$ cat src/rtl/flash_audio_reader.sv
// flash_audio_reader: turns rising edges of the divided sample clock into 8-bit samples, two per 32-bit flash word, walked forward or backward.
// Waits on flash_waitrequest with address held; optional PAUSE_MUTE_EN zeroes audio_data while play is low.
module flash_audio_reader #(
    parameter int                ADDR_W    = 23,
    parameter logic [ADDR_W-1:0] LAST_ADDR = 23'h7FFFF
) (
    input  logic              clk_50,
    input  logic              reset,
    input  logic              sample_clk,
    input  logic              play,
    input  logic              direction,
    input  logic              restart,
    output logic [ADDR_W-1:0] flash_addr,
    output logic              flash_read,
    input  logic              flash_waitrequest,
    input  logic [31:0]       flash_readdata,
    input  logic              flash_readdatavalid,
    output logic [7:0]        audio_data,
    output logic              audio_valid,
    output logic              underrun
);

    typedef enum logic [1:0] {IDLE, READ, WAIT_DATA, HALF} state_t;

    state_t            state_q, state_d;
    logic              sync1_q, sync2_q, hist_q;
    logic              tick, go;
    logic              pend_q;
    logic [ADDR_W-1:0] pend_tgt_q, addr_q, addr_d, restart_tgt, step_addr;
    logic [7:0]        audio_q, second_q;
    logic              audio_valid_q, underrun_q;
    logic              first_en, second_en, load_tgt, use_pend, set_pend;
    logic              unused_low_bytes;

    assign tick        = sync2_q & ~hist_q;
    assign go          = tick & play;
    assign restart_tgt = direction ? LAST_ADDR : '0;
    assign step_addr   = direction ? ((addr_q == '0) ? LAST_ADDR : addr_q - ADDR_W'(1))
                                   : ((addr_q == LAST_ADDR) ? '0 : addr_q + ADDR_W'(1));
    // Only the high byte of each 16-bit PCM sample is played.
    assign unused_low_bytes = ^{flash_readdata[23:16], flash_readdata[7:0]};

    always_ff @(posedge clk_50) begin
        if (reset) begin
            state_q <= IDLE;
        end else begin
            state_q <= state_d;
        end
    end

    always_comb begin
        state_d = state_q;
        case (state_q)
            IDLE:      if (!restart && go) state_d = READ;
            READ:      if (!flash_waitrequest) state_d = WAIT_DATA;
            WAIT_DATA: if (flash_readdatavalid) state_d = (pend_q || restart) ? IDLE : HALF;
            HALF:      if (restart || go) state_d = IDLE;
            default:   state_d = IDLE;
        endcase
    end

    always_comb begin
        flash_read = 1'b0;
        first_en   = 1'b0;
        second_en  = 1'b0;
        load_tgt   = 1'b0;
        use_pend   = 1'b0;
        set_pend   = 1'b0;
        case (state_q)
            IDLE: load_tgt = restart;
            READ: begin
                flash_read = 1'b1;
                set_pend   = restart;
            end
            WAIT_DATA: begin
                if (flash_readdatavalid) begin
                    // A restart seen during the transaction discards the returned word.
                    if (pend_q || restart) begin
                        load_tgt = 1'b1;
                        use_pend = !restart;
                    end else begin
                        first_en = 1'b1;
                    end
                end else begin
                    set_pend = restart;
                end
            end
            HALF: begin
                if (restart) load_tgt = 1'b1;
                else if (go) second_en = 1'b1;
            end
            default: ;
        endcase
    end

    always_comb begin
        addr_d = addr_q;
        if (load_tgt)       addr_d = use_pend ? pend_tgt_q : restart_tgt;
        else if (second_en) addr_d = step_addr;
    end

    always_ff @(posedge clk_50) begin
        if (reset) begin
            sync1_q       <= 1'b0;
            sync2_q       <= 1'b0;
            hist_q        <= 1'b0;
            pend_q        <= 1'b0;
            pend_tgt_q    <= '0;
            addr_q        <= '0;
            audio_q       <= 8'h00;
            second_q      <= 8'h00;
            audio_valid_q <= 1'b0;
            underrun_q    <= 1'b0;
        end else begin
            sync1_q       <= sample_clk;
            sync2_q       <= sync1_q;
            hist_q        <= sync2_q;
            addr_q        <= addr_d;
            audio_valid_q <= first_en | second_en;
            if (set_pend) begin
                pend_q     <= 1'b1;
                pend_tgt_q <= restart_tgt;
            end else if (load_tgt) begin
                pend_q     <= 1'b0;
            end
            if (first_en) begin
                audio_q  <= direction ? flash_readdata[31:24] : flash_readdata[15:8];
                second_q <= direction ? flash_readdata[15:8]  : flash_readdata[31:24];
            end else if (second_en) begin
                audio_q  <= second_q;
            end
            if (tick && (state_q == READ || state_q == WAIT_DATA)) underrun_q <= 1'b1;
        end
    end

`ifdef PAUSE_MUTE_EN
    logic mute_q;

    always_ff @(posedge clk_50) begin
        if (reset) begin
            mute_q <= 1'b0;
        end else begin
            mute_q <= ~play;
        end
    end

    assign audio_data = mute_q ? 8'h00 : audio_q;
`else
    assign audio_data = audio_q;
`endif

    assign flash_addr  = addr_q;
    assign audio_valid = audio_valid_q;
    assign underrun    = underrun_q;

endmodule

$ cat config.mk
export PLATFORM = sky130hd
export DESIGN_NAME = flash_audio_reader
export DESIGN_NICKNAME = d
export VERILOG_FILES = /design/src/rtl/flash_audio_reader.sv
export SDC_FILE = /design/constraint.sdc
export NUM_CORES = 1
export LEC_CHECK = 0
export BUFFER_PORTS_ARGS = -buffer_cell sky130_fd_sc_hd__buf_2
export CAP_MARGIN = 0
export CORE_MARGIN = 4
export CORE_UTILIZATION = 55
export DETAILED_ROUTE_END_ITERATION = 7
export PLACE_DENSITY_LB_ADDON = 0.12
export SLEW_MARGIN = 20
export SYNTH_ARGS = -nofsm -noshare
export SYNTH_HDL_FRONTEND = slang
export SYNTH_SLANG_ARGS = --single-unit
$ cat constraint.sdc
create_clock -name clk_50 -period 2.7 [get_ports clk_50]
set_input_delay 0.135 -clock clk_50 [delete_from_list [all_inputs] [get_ports clk_50]]
set_output_delay 0.135 -clock clk_50 [all_outputs]
set_load 0.1 [all_outputs]
Yosys cells after proc, flatten, opt, wreduce, memory -nomap -nowiden
Cells that the tools add are included.

word-level totals
  register bits after elaboration = 70
  bits of input ports = 40
  word-level logic and storage cells = 72

cells by class
  add/subtract/negate cells = 2
  equality and inequality tests = 8
  mux-type cells = 35
  bitwise operators = 4
  reduce and logical (&&, ||, !) cells = 12

operator list
  kind                   count
  $mux 23                6
  $mux 8                 4
  $add 23x1->23 const B  1
  $eq 23x19->1 const B   1
  $logic_not 23->1       1
  $sub 23x1->23 const B  1
  $mux 19                1
  $mux 1                 16
  $mux 2                 5
  $ne 2x2->1 const B     4
  $pmux 2 s4             1
  $reduce_bool 2->1      3
  $eq 2x2->1 const B     2
  $reduce_and 4->1       1
  $logic_or 1x1->1       3
  $pmux 1 s3             1
  $and 1x1->1            2
  $eq 2x1->1 const B     1
  $logic_and 1x1->1      2
  $logic_not 2->1        1
  $pmux 1 s2             1
  $logic_not 1->1        1
  $not 1->1              1
  $or 1x1->1             1

Logic depth before layout (Yosys ltp)
  depth after elaboration = 8
  gate-level depth with buffers = 9
  gate-level depth less buffers = 8

Least setup slack after synthesis
Ideal clock, no wire load.

  path type = register to register
  start = register addr_q[6], in the netlist flash_addr[6]
  end = register addr_q[21], in the netlist flash_addr[21]
  setup time = 0.117 ns
  data arrival time = 2.601 ns
  data required time = 2.583 ns
  setup slack = -0.018 ns
  cell stages (with the launch flop) = 9
  period minus slack after synthesis = 2.718 ns
  path through = dfxtp_1 buf_4 nand3_2 or4_1 buf_2 nor3_2 o21ai_1 a32o_1 a22o_1

between the ends
  word-level cells in the longest chain between the ends = 5
  elaborated cells on any way between the ends = 9
  classes of those cells = add/sub (2); eq/ne (1); mux (5); reduce/logical (1)

RTL lines
  item                                   RTL line  text
  start: declaration                     29        logic [ADDR_W-1:0] pend_tgt_q, addr_q, addr_d, restart_tgt, step_addr;
  start signal: assignment               118       addr_q <= addr_d;
  $add 23x1->23 (tied with other cells)  39        : ((addr_q == LAST_ADDR) ? '0 : addr_q + ADDR_W'(1));
  $mux 23, on equally long branches      39, 38
  $mux 23 *                              38        assign step_addr = direction ? ((addr_q == '0) ? LAST_ADDR : addr_q - ADDR_W'(1))
  $mux 23 *                              99        else if (second_en) addr_d = step_addr;
  $mux 23 *                              98        if (load_tgt) addr_d = use_pend ? pend_tgt_q : restart_tgt;

Mark *: on every way between the ends. The rest lies on a longest branch, timed or not. The select of a mux whose other input is x is not followed.
A chain may end at the register's enable or synchronous reset.

Worst setup path in the final report
  start = register addr_q[0], in the netlist flash_addr[0]
  end = register addr_q[20], in the netlist flash_addr[20]

Same word-level chain as after synthesis.

==> impl_metrics.env <==
export IMPL_outcome="finished clean"
export IMPL_setup_viol=0
export IMPL_port_buffer_count=57
export IMPL_ir_drop_uv=538
export IMPL_placed_area_um2=3760
export IMPL_post_synth_cell_area_avg_um2=7.96
export IMPL_finalNetCount=530
export IMPL_layout_area_seq_um2=966
export IMPL_leakage_nw=1.55
export IMPL_grt_first_pass_wirelength_um=15600
export IMPL_drtAntennaViolNets=0
export IMPL_die_h_um=87.3
export IMPL_slowest_cell_delay_on_critical_path_ns=0.55
export IMPL_final_min_period_ns=2.51
export IMPL_most_frequent_standard_cell_in_the_layout_excluding_fill_and_tap_cells="sky130_fd_sc_hd__buf_2"
export IMPL_replace_congestion=0.969
export IMPL_clock_sinks=48
export IMPL_detail_route_wl_per_cell_um=16.3
export IMPL_core_area_um2=5990
export IMPL_ctsHoldBuffers=0
export IMPL_htree_num_levels=2
export IMPL_instances_no_fill=557
export IMPL_cts_resized=0
export IMPL_post_place_cells=550
export IMPL_die_area_um2=7610
export IMPL_critical_path_startpoint_type="flop"
export IMPL_synthDistinctLibCells=75
export IMPL_drt_iter0_drc=423
export IMPL_hold_path_class="input pin to flop"
export IMPL_fin_crit_sh=0.930
export IMPL_drcViolationCount=0
export IMPL_yosys_warnings=0
export IMPL_yosysSeqAreaShare=0.278
export IMPL_netlist_instances=434
export IMPL_skew_ns=0.00949
export IMPL_number_of_antenna_violations_at_the_first_check_in_global_routing=0
export IMPL_postSynth_topFlopCell="sky130_fd_sc_hd__dfxtp_1"
export IMPL_worst_ep_arrival_time_ns=2.70
export IMPL_post_synth_main_area_contributors="sky130_fd_sc_hd__dfxtp_1, sky130_fd_sc_hd__nand2_1, sky130_fd_sc_hd__a21oi_1"
export IMPL_post_route_cells_drive_above_1_share=0.251
export IMPL_cts_made_buffers=5
export IMPL_max_slew_worst_pin_slew_ns=0.668
export IMPL_finish_instance_area_um2=3890
export IMPL_synth_async_sr_flop_share=0
export IMPL_layout_common_cells="sky130_fd_sc_hd__buf_2, sky130_fd_sc_hd__dfxtp_1, sky130_fd_sc_hd__nand2_1, sky130_fd_sc_hd__nor2_1, sky130_fd_sc_hd__a21oi_1"
export IMPL_place_hpwl_um=6540
export IMPL_path_clk_slew_ns=0.09
export IMPL_mappedNetlistNets=482
export IMPL_critical_path_peak_fanout=7
export IMPL_synth_seq_cells=48
export IMPL_critical_path_top_delay_family="simple AND/OR/NAND/NOR gates"
export IMPL_dieWidth_um=87.3
export IMPL_routed_via_density=6.15
export IMPL_area_delta_synth_final_pct=12.5
export IMPL_fin_setup_tns_ns=0
export IMPL_crit_slowest_cell="sky130_fd_sc_hd__or4b_4"
export IMPL_n_fill_cell=537
export IMPL_clockBufferDepth=2
export IMPL_final_number_of_hold_violating_endpoints=0
export IMPL_critPathCaptureType="flop"
export IMPL_io_pins=74
export IMPL_grt_start_max_net_pins=34
export IMPL_final_util=0.649
export IMPL_routed_wirelength_um=9100
export IMPL_worstPathCellList="inv_1 -> ha_1 -> or4b_4 -> nor3b_4 -> nor3b_2 -> o221ai_1 -> nand3_1 -> o21ai_1"
export IMPL_routed_via_count=3425
export IMPL_netlist_area_leader_share=0.278
export IMPL_critPathBufInv=1
export IMPL_cts_setup_buffers=0
export IMPL_worstPathRequired_ns=2.88
export IMPL_max_slew_margin=0.555
export IMPL_via_count_of_the_first_global_routing_pass=3233
export IMPL_netlist_area_um2=3450
export IMPL_final_max_slew_viol_count=0
export IMPL_critical_path_class="flop to flop"
export IMPL_clkLatencyLatePin_ns=0.30
export IMPL_ctsRootBufferMaster="sky130_fd_sc_hd__clkbuf_8"
export IMPL_hold_ws_ns=0.0514
export IMPL_max_freq_mhz=398
export IMPL_multiInputGateArea_um2=2240
export IMPL_total_number_of_placement_rows=28
export IMPL_initial_core_util=0.577
export IMPL_antenna_cells=0
export IMPL_tritoncts="built"
export IMPL_power_density_nw_per_um2=964
export IMPL_netlist_top_cell_by_area="sky130_fd_sc_hd__dfxtp_1"
export IMPL_number_of_max_cap_violations=0
export IMPL_globalRouteOverflowTotal=0
export IMPL_detailedRoute_firstPassIterationCount=5
export IMPL_grt_use_total=0.251
export IMPL_number_of_flops_mapped_to_enable_cells_by_yosys=0
export IMPL_rsz_0062_raised_after_global_routing="no"
==> metal layers <==
layer	global-route usage	routed length [um]
met4	0.0656	132
met3	0.0388	611
met1	0.332	3960
met5	0	0
met2	0.424	4390
==> power breakdown <==
part           switching, W  internal [W]
clock              0.000250      0.000365
sequential         0.000268      0.000825
combinational       0.00145      0.000585
==> sequential cells by signal, summed over array words and instances (netlist names) <==
register	flops
pend_q	1
hist_q	1
second_q	8
audio_valid	1
audio_data	8
sync2_q	1
flash_addr	23
pend_tgt_q	1
sync1_q	1
underrun	1
state_q	2
==> layout make-up <==
type,count,share of cell area
clock buffers,5,0.0177
clock inverters,2,0.0154
inverters,14,0.0135
multi-input cells,340,0.576
flip-flops and latches,48,0.248
well taps,75,0.0241
repair buffers,73,0.104
==> stage by stage <==
stage	total power, W	worst slack, ns
after detailed placement	0.00313	0.226
after global routing	0.00398	0.0517
after CTS	0.00375	0.210
after floorplan	0.00280	0.00465
after global placement	0.00310	0.282
final	0.00375	0.188
==> Yosys cell counts (all sizes together) (3+ instances only) <==
cell and n:
buf 17, nor4 11, nor3b 3, a21oi 32
xnor2 7, nor3 15, nand4 7, inv 14
dfxtp 48, nand2 42, o211ai 4, nor2b 5
mux2 10, a211oi 10, o221ai 3, or3 3
clkbuf 15, nand3 17, nor2 44, and2 4
a221oi 3, a31oi 8, o21ai 39, mux2i 11
xor2 10, ha 8, a311oi 3, nand2b 5
==> cell families after synthesis <==
kind of cell               count (synthesis)  share of synthesized area
AOI/OAI and AO/OA                        127                      0.242
and+or+nand+nor                          167                      0.269
xor gates and xnor gates                  17                     0.0431
muxes                                     21                     0.0645
adders and majority gates                  8                     0.0290
buffers and inverters                     46                     0.0746
DFF                                       48                      0.278
==> worst paths after layout <==
path | startpoint | to | slack [ns] | cells past startpoint
worst max-delay path | flash_addr[0] | flash_addr[20] | 0.19 | 8
worst min-delay path | sample_clk | sync1_q | 0.05 | 2
worst max register to register | flash_addr[0] | flash_addr[20] | 0.19 | 8
worst min register to register | sync1_q | sync2_q | 0.45 | 1
(Power assumes the default switching activity.)
